`config.mk`:
```
export PLATFORM = sky130hd
export DESIGN_NAME = axi4_lite_arbiter
export DESIGN_NICKNAME = d
export VERILOG_FILES = /design/src/rtl/axi4_lite_arbiter.sv
export SDC_FILE = /design/constraint.sdc
export NUM_CORES = 1
export LEC_CHECK = 0
export CORE_AREA = 3 3 142 144
export CTS_CLUSTER_DIAMETER = 200
export DETAILED_ROUTE_END_ITERATION = 6
export DIE_AREA = 0 0 145 147
export SLEW_MARGIN = 20
export SYNTH_ARGS = -nofsm -noshare
export SYNTH_HDL_FRONTEND = slang
export SYNTH_SLANG_ARGS = --single-unit
```
`constraint.sdc`:
```
create_clock -name iClock -period 1.7 [get_ports iClock]
set_input_delay 0.34 -clock iClock [delete_from_list [all_inputs] [get_ports iClock]]
set_output_delay 0.34 -clock iClock [all_outputs]
set_load 0.005 [all_outputs]
```
`src/rtl/axi4_lite_arbiter.sv`:
```
// Two-master to one-slave AXI4-Lite arbiter: M0 (read-only fetch) and M1 (load/store)
// share one downstream port, one transaction at a time, round-robin between masters.
module axi4_lite_arbiter #(
    parameter int ADDR_WIDTH = 32,
    parameter int DATA_WIDTH = 32,
    parameter int MASK_WIDTH = 4,
    parameter int RESP_WIDTH = 2
) (
    input  logic                  iClock,
    input  logic                  iReset,
    input  logic                  iM0_ar_valid,
    output logic                  oM0_ar_ready,
    input  logic [ADDR_WIDTH-1:0] iM0_ar_addr,
    output logic                  oM0_r_valid,
    input  logic                  iM0_r_ready,
    output logic [DATA_WIDTH-1:0] oM0_r_data,
    output logic [RESP_WIDTH-1:0] oM0_r_resp,
    input  logic                  iM1_ar_valid,
    output logic                  oM1_ar_ready,
    input  logic [ADDR_WIDTH-1:0] iM1_ar_addr,
    output logic                  oM1_r_valid,
    input  logic                  iM1_r_ready,
    output logic [DATA_WIDTH-1:0] oM1_r_data,
    output logic [RESP_WIDTH-1:0] oM1_r_resp,
    input  logic                  iM1_aw_valid,
    output logic                  oM1_aw_ready,
    input  logic [ADDR_WIDTH-1:0] iM1_aw_addr,
    input  logic                  iM1_w_valid,
    output logic                  oM1_w_ready,
    input  logic [DATA_WIDTH-1:0] iM1_w_data,
    input  logic [MASK_WIDTH-1:0] iM1_w_strb,
    output logic                  oM1_b_valid,
    input  logic                  iM1_b_ready,
    output logic [RESP_WIDTH-1:0] oM1_b_resp,
    output logic                  oS_ar_valid,
    input  logic                  iS_ar_ready,
    output logic [ADDR_WIDTH-1:0] oS_ar_addr,
    input  logic                  iS_r_valid,
    output logic                  oS_r_ready,
    input  logic [DATA_WIDTH-1:0] iS_r_data,
    input  logic [RESP_WIDTH-1:0] iS_r_resp,
    output logic                  oS_aw_valid,
    input  logic                  iS_aw_ready,
    output logic [ADDR_WIDTH-1:0] oS_aw_addr,
    output logic                  oS_w_valid,
    input  logic                  iS_w_ready,
    output logic [DATA_WIDTH-1:0] oS_w_data,
    output logic [MASK_WIDTH-1:0] oS_w_strb,
    input  logic                  iS_b_valid,
    output logic                  oS_b_ready,
    input  logic [RESP_WIDTH-1:0] iS_b_resp,
    output logic [1:0]            oGrant
);

    localparam logic [2:0] ST_IDLE       = 3'd0;
    localparam logic [2:0] ST_M0_RD      = 3'd1;
    localparam logic [2:0] ST_M1_RD      = 3'd2;
    localparam logic [2:0] ST_M1_WR      = 3'd3;
    localparam logic [2:0] ST_M1_WR_RESP = 3'd4;

    logic [2:0] state_r, state_next_s;
    logic       last_m1_r, last_m1_next_s;
    logic       ar_done_r, ar_done_next_s;
    logic       aw_done_r, aw_done_next_s;
    logic       w_done_r, w_done_next_s;
    logic [1:0] grant_r, grant_next_s;
    logic       req_m0_s, req_m1_s;
    logic       s_ar_hs_s, s_r_hs_s, s_aw_hs_s, s_w_hs_s, s_b_hs_s;

    assign oGrant    = grant_r;
    assign req_m0_s  = iM0_ar_valid;
    assign req_m1_s  = iM1_aw_valid | iM1_ar_valid;
    assign s_ar_hs_s = oS_ar_valid & iS_ar_ready;
    assign s_r_hs_s  = iS_r_valid & oS_r_ready;
    assign s_aw_hs_s = oS_aw_valid & iS_aw_ready;
    assign s_w_hs_s  = oS_w_valid & iS_w_ready;
    assign s_b_hs_s  = iS_b_valid & oS_b_ready;

    // Channel routing: only the granted master's channels are connected, everything else idles at zero.
    always_comb begin
        oS_ar_valid  = 1'b0;  oS_ar_addr  = '0;  oS_r_ready   = 1'b0;
        oS_aw_valid  = 1'b0;  oS_aw_addr  = '0;
        oS_w_valid   = 1'b0;  oS_w_data   = '0;  oS_w_strb    = '0;  oS_b_ready = 1'b0;
        oM0_ar_ready = 1'b0;  oM0_r_valid = 1'b0; oM0_r_data  = '0;  oM0_r_resp = '0;
        oM1_ar_ready = 1'b0;  oM1_r_valid = 1'b0; oM1_r_data  = '0;  oM1_r_resp = '0;
        oM1_aw_ready = 1'b0;  oM1_w_ready = 1'b0; oM1_b_valid = 1'b0; oM1_b_resp = '0;
        case (state_r)
            ST_M0_RD: begin
                oS_ar_valid  = iM0_ar_valid & ~ar_done_r;
                oS_ar_addr   = iM0_ar_addr;
                oM0_ar_ready = iS_ar_ready & ~ar_done_r;
                oM0_r_valid  = iS_r_valid;
                oM0_r_data   = iS_r_data;
                oM0_r_resp   = iS_r_resp;
                oS_r_ready   = iM0_r_ready;
            end
            ST_M1_RD: begin
                oS_ar_valid  = iM1_ar_valid & ~ar_done_r;
                oS_ar_addr   = iM1_ar_addr;
                oM1_ar_ready = iS_ar_ready & ~ar_done_r;
                oM1_r_valid  = iS_r_valid;
                oM1_r_data   = iS_r_data;
                oM1_r_resp   = iS_r_resp;
                oS_r_ready   = iM1_r_ready;
            end
            ST_M1_WR: begin
                oS_aw_valid  = iM1_aw_valid & ~aw_done_r;
                oS_aw_addr   = iM1_aw_addr;
                oM1_aw_ready = iS_aw_ready & ~aw_done_r;
                oS_w_valid   = iM1_w_valid & ~w_done_r;
                oS_w_data    = iM1_w_data;
                oS_w_strb    = iM1_w_strb;
                oM1_w_ready  = iS_w_ready & ~w_done_r;
            end
            ST_M1_WR_RESP: begin
                oM1_b_valid  = iS_b_valid;
                oM1_b_resp   = iS_b_resp;
                oS_b_ready   = iM1_b_ready;
            end
            default: begin
                oS_ar_valid  = 1'b0;
            end
        endcase
    end

    // Arbitration, phase tracking and grant encoding for the next cycle.
    always_comb begin
        state_next_s   = state_r;
        last_m1_next_s = last_m1_r;
        ar_done_next_s = ar_done_r;
        aw_done_next_s = aw_done_r;
        w_done_next_s  = w_done_r;
        case (state_r)
            ST_IDLE: begin
                if (req_m1_s && (!req_m0_s || !last_m1_r)) begin
                    last_m1_next_s = 1'b1;
                    state_next_s   = iM1_aw_valid ? ST_M1_WR : ST_M1_RD;
                end else if (req_m0_s) begin
                    last_m1_next_s = 1'b0;
                    state_next_s   = ST_M0_RD;
                end else begin
                    state_next_s   = ST_IDLE;
                end
            end
            ST_M0_RD, ST_M1_RD: begin
                if (s_r_hs_s) begin
                    state_next_s   = ST_IDLE;
                    ar_done_next_s = 1'b0;
                end else begin
                    ar_done_next_s = ar_done_r | s_ar_hs_s;
                end
            end
            ST_M1_WR: begin
                // Both halves may complete in the same cycle; move on as soon as neither is outstanding.
                if ((aw_done_r | s_aw_hs_s) && (w_done_r | s_w_hs_s)) begin
                    state_next_s   = ST_M1_WR_RESP;
                    aw_done_next_s = 1'b0;
                    w_done_next_s  = 1'b0;
                end else begin
                    aw_done_next_s = aw_done_r | s_aw_hs_s;
                    w_done_next_s  = w_done_r | s_w_hs_s;
                end
            end
            ST_M1_WR_RESP: begin
                if (s_b_hs_s) begin
                    state_next_s = ST_IDLE;
                end else begin
                    state_next_s = ST_M1_WR_RESP;
                end
            end
            default: begin
                state_next_s   = ST_IDLE;
                ar_done_next_s = 1'b0;
                aw_done_next_s = 1'b0;
                w_done_next_s  = 1'b0;
            end
        endcase
        case (state_next_s)
            ST_M0_RD:                         grant_next_s = 2'b01;
            ST_M1_RD, ST_M1_WR, ST_M1_WR_RESP: grant_next_s = 2'b10;
            default:                          grant_next_s = 2'b00;
        endcase
    end

    // State, pointer, done flags and grant register with synchronous reset.
    always_ff @(posedge iClock) begin
        if (iReset) begin
            state_r   <= ST_IDLE;
            last_m1_r <= 1'b1;
            ar_done_r <= 1'b0;
            aw_done_r <= 1'b0;
            w_done_r  <= 1'b0;
            grant_r   <= 2'b00;
        end else begin
            state_r   <= state_next_s;
            last_m1_r <= last_m1_next_s;
            ar_done_r <= ar_done_next_s;
            aw_done_r <= aw_done_next_s;
            w_done_r  <= w_done_next_s;
            grant_r   <= grant_next_s;
        end
    end

endmodule

```
==> tab_implementation.tex <==
\begin{tabular}{lr}
\hline
Metric & Value \\
\hline
\multicolumn{2}{l}{\textbf{Synthesis}} \\
\quad Fraction of the yosys area taken by sequential cells & between 9 and 10\% \\
\quad Mean Syn Cell Area & $\sim$6.8 um2 \\
\quad Post-synthesis cell type with the largest combined area & sky130\_fd\_sc\_hd\_\_and2\_1 \\
\quad Distinct cell type count after synthesis & 38 \\
\quad Post-synthesis net count & approximately 460 \\
\quad Area fraction of the dominant cell type after synthesis & a little under half \\
\quad Number of enable flip-flop cells after synthesis & 0 \\
\quad Cell Area, Synth & around 1900 um2 \\
\quad Fraction of registers with async set/reset & 0\% \\
\quad Number of warning messages in the yosys log & 0 \\
\quad Synth top area cells & sky130\_fd\_sc\_hd\_\_and2\_1, sky130\_fd\_sc\_hd\_\_a22o\_1, sky130\_fd\_sc\_hd\_\_dfxtp\_1 \\
\quad Count of state elements after synthesis & 9 \\
\quad Post-synth top flop & sky130\_fd\_sc\_hd\_\_dfxtp\_1 \\
\quad Number of cells produced by synthesis & 273 \\
\multicolumn{2}{l}{\textbf{STA}} \\
\quad Worst hold slack & roughly 0.55 ns \\
\quad Final period utilization & 127\% \\
\quad Worst clock skew & $\sim$0.0034 ns \\
\quad Shortest clock period the worst path allows after layout & 2.17 ns \\
\quad Rel. slew slack & slightly above 80\% \\
\quad Number of failing setup endpoints in the final timing report & 169 \\
\quad Setup TNS & -40.12 ns \\
\quad Setup repair after global routing missed its margin & true \\
\quad Final slew viol count & 0 \\
\quad Slew at the pin closest to its max-slew limit & 0.254 ns \\
\quad Number of endpoints with negative hold slack in the final report & 0 \\
\quad Post-route worst setup slack & -0.466 ns \\
\quad Maximum frequency from static timing analysis & approximately 0.46 GHz \\
\multicolumn{2}{l}{\textbf{Clock network}} \\
\quad TritonCTS clock tree & yes \\
\quad Buffer depth of the longest clock path & 2 \\
\quad CTS HTree Levels & 1 \\
\quad Hold-fix buffers, CTS & 0 \\
\quad Total clock buffers created by CTS & 3 \\
\quad Clock root cell & sky130\_fd\_sc\_hd\_\_clkbuf\_16 \\
\quad Clock latency at the later pin of the worst-skew pair & around 0.24 ns \\
\quad Clock net sink count & 9 \\
\quad Clock input transition at the sequential cells of the worst setup and hold paths & 0.04 ns \\
\multicolumn{2}{l}{\textbf{Detailed routing}} \\
\quad Residual DRC count & 0 \\
\quad Vias after detailed routing & between 3,000 and 4,000 \\
\quad Aggregate routed wire length & 17,700 um \\
\quad Routed length per placed instance & 17.6 um \\
\quad Number of optimization iterations in the first detailed-route pass & 4 \\
\quad Count of antenna-violating nets left after detailed routing & 0 \\
\quad 1st-iter DRT viols & $\sim$110 \\
\quad Routed vias/inst & 3.83 \\
\multicolumn{2}{l}{\textbf{Min path}} \\
\quad Worst min path class & reg -> reg \\
\multicolumn{2}{l}{\textbf{Layout}} \\
\quad Share of final-layout standard cells stronger than drive strength 1 & a little under half \\
\quad Most common library cell in the layout ignoring fill and taps & sky130\_fd\_sc\_hd\_\_clkdlybuf4s50\_1 \\
\quad Reg area & approximately 190 um2 \\
\quad Area grow syn2layout & 298\% \\
\quad Final std cells w/o fill & $\sim$1,000 \\
\quad Final Instance Area & 7400 um2 \\
\quad Antenna fix cells & 0 \\
\quad Core Util, Final & around 39\% \\
\quad Area of the multi-input gates & around 1800 um2 \\
\quad Top library cells by usage in the layout, fill and taps aside & sky130\_fd\_sc\_hd\_\_clkdlybuf4s50\_1, sky130\_fd\_sc\_hd\_\_buf\_6, sky130\_fd\_sc\_hd\_\_and2\_1 \\
\quad Nets@finish & between 900 and 1,000 \\
\quad FILL cells & between 1,500 and 2,000 \\
\multicolumn{2}{l}{\textbf{Place}} \\
\quad Final weighted congestion of routability-driven global placement & 0.857 \\
\quad Worst setup timing slack at the placement stage & -0.408 ns \\
\quad Post-placement cell count & $\sim$900 \\
\quad Detail Placement HPWL & between 10,000 and 15,000 um \\
\quad Cell area reported after detailed placement & approximately 6000 um2 \\
\quad \# port buffers & between 300 and 400 \\
\multicolumn{2}{l}{\textbf{Worst setup path}} \\
\quad Startpoint type of the worst setup path & flop \\
\quad Reg2Reg Launch Point & state\_r[0] \\
\quad Count of cells along the worst register-to-register path & 9 \\
\quad Category of the critical setup timing path & reg -> out \\
\quad Worst reg2reg path endpoint & state\_r[0] \\
\quad Worst setup path startpoint & state\_r[2] \\
\quad Critical Path RT & about 1.4 ns \\
\quad CP Capture Type & output port \\
\quad Flop2flop setup slack & roughly 0.030 ns \\
\quad Worst setup endpoint & oS\_ar\_addr[13] \\
\quad Critical path data arrival time & 1.83 ns \\
\quad Top fanout value on the critical path & 4 \\
\multicolumn{2}{l}{\textbf{GRT}} \\
\quad Wire length of the first global-routing pass & approximately 22,000 um \\
\quad Maximum number of pins on one net before global-route repair & between 70 and 80 \\
\quad Initial antenna violation count & 2 \\
\quad Overall routing resource usage & between 10\% and 20\% \\
\quad Number of global-route vias before repair & 3,647 \\
\quad Remaining global-route overflow & 0 \\
\multicolumn{2}{l}{\textbf{Power}} \\
\quad Total Power & 5.35 mW \\
\quad Total leakage power & between 3 and 4 nW \\
\quad Largest voltage drop on the vdd net & between 0.2 and 0.3 mV \\
\quad Power per cell area & between 700 and 800 nW/um2 \\
\multicolumn{2}{l}{\textbf{Floorplanning}} \\
\quad Floorplan core area & around 19,000 um2 \\
\quad Height of the chip & $\sim$150 um \\
\quad Chip width & $\sim$150 um \\
\quad Die Footprint & about 21,000 um2 \\
\quad Effective utilization at floorplan & around a tenth \\
\quad \# IOs & around 370 \\
\quad Number of rows in the core area & 50 \\
\multicolumn{2}{l}{\textbf{Outcome}} \\
\quad Violations in the final reports & setup timing \\
\quad Result of the run & finished, violations left \\
\multicolumn{2}{l}{\textbf{Flow run}} \\
\quad Max-cap violations & 0 \\
\hline
\end{tabular}
## report_power, final
group          leakage (nW)  internal [mW]  switching (mW)
registers            0.0758          0.255          0.0506
clock network        0.0382          0.314           0.109
logic                  3.46           3.00            1.63
total                  3.58           3.57            1.79
## critical path: stages, from the launching register on
cell and delay (ns):
sky130_fd_sc_hd__dfxtp_4 0.38, sky130_fd_sc_hd__nand2b_4 0.15, sky130_fd_sc_hd__nor2_4 0.04, sky130_fd_sc_hd__buf_6 0.12, sky130_fd_sc_hd__buf_12 0.13, sky130_fd_sc_hd__buf_16 0.12
sky130_fd_sc_hd__buf_8 0.11, sky130_fd_sc_hd__buf_6 0.11, sky130_fd_sc_hd__buf_6 0.11, sky130_fd_sc_hd__a22o_1 0.19, sky130_fd_sc_hd__buf_2 0.12
## area by class of cell
type	instances	area share [%]
flip-flops and latches	9	2.59
clock buffers	4	1.07
repair buffers	491	67.5
well taps	260	4.40
inverters	3	0.186
multi-input cells	236	24.3
## worst min-delay path by stage
stage / from / endpoint / slack (ns) / cells after the start
4_1_cts: last_m1_r / last_m1_r / 0.55 / 1
2_1_floorplan: last_m1_r / last_m1_r / 0.50 / 1
3_3_place_gp: last_m1_r / last_m1_r / 0.53 / 1
5_1_grt: last_m1_r / last_m1_r / 0.59 / 1
6_report: last_m1_r / last_m1_r / 0.55 / 1
3_5_place_dp: last_m1_r / last_m1_r / 0.53 / 1
## Yosys cell counts (2+ instances only)
cell / count
sky130_fd_sc_hd__a21o_1: 2
sky130_fd_sc_hd__a21oi_1: 6
sky130_fd_sc_hd__a22o_1: 33
sky130_fd_sc_hd__and2_1: 139
sky130_fd_sc_hd__and3_1: 7
sky130_fd_sc_hd__buf_2: 8
sky130_fd_sc_hd__buf_4: 2
sky130_fd_sc_hd__clkbuf_1: 15
sky130_fd_sc_hd__dfxtp_1: 9
sky130_fd_sc_hd__inv_1: 3
sky130_fd_sc_hd__nand2_1: 7
sky130_fd_sc_hd__nand2b_1: 2
sky130_fd_sc_hd__nand3_1: 2
sky130_fd_sc_hd__nor2_1: 8
sky130_fd_sc_hd__nor3b_1: 2
sky130_fd_sc_hd__o21ai_0: 2
sky130_fd_sc_hd__o21ai_1: 5
## state kept, by name (all words and copies together) (netlist names)
name       flops
last_m1_r      1
aw_done_r      1
ar_done_r      1
state_r        3
oGrant         2
w_done_r       1
## cells by family after synthesis
group	synth area share, %
and+or+nand+nor	58.3
AOI/OAI and AO/OA	24.7
buffers and inverters	6.80
DFF	9.69
adders and majority gates	0.538
## layer usage
metal / global-route usage (%) / part of all wire, % / up-vias
met5: 0 / 0.074 / -
met2: 24.1 / 50 / 189
li1: - / - / 1871
met1: 16.8 / 44 / 1766
met3: 2.81 / 6.1 / 10
met4: 1.85 / 0.78 / 2
## repair_timing
| item | 4_1_cts | 5_1_grt |
|---|---|---|
| endpoints found under the setup margin | 182 | 181 |
| setup buffers | 33 | 46 |
| resized for setup | 347 | 365 |
| pin swaps | 21 | 74 |
| gates cloned | 14 | 14 |
(Power assumes the default switching activity.)
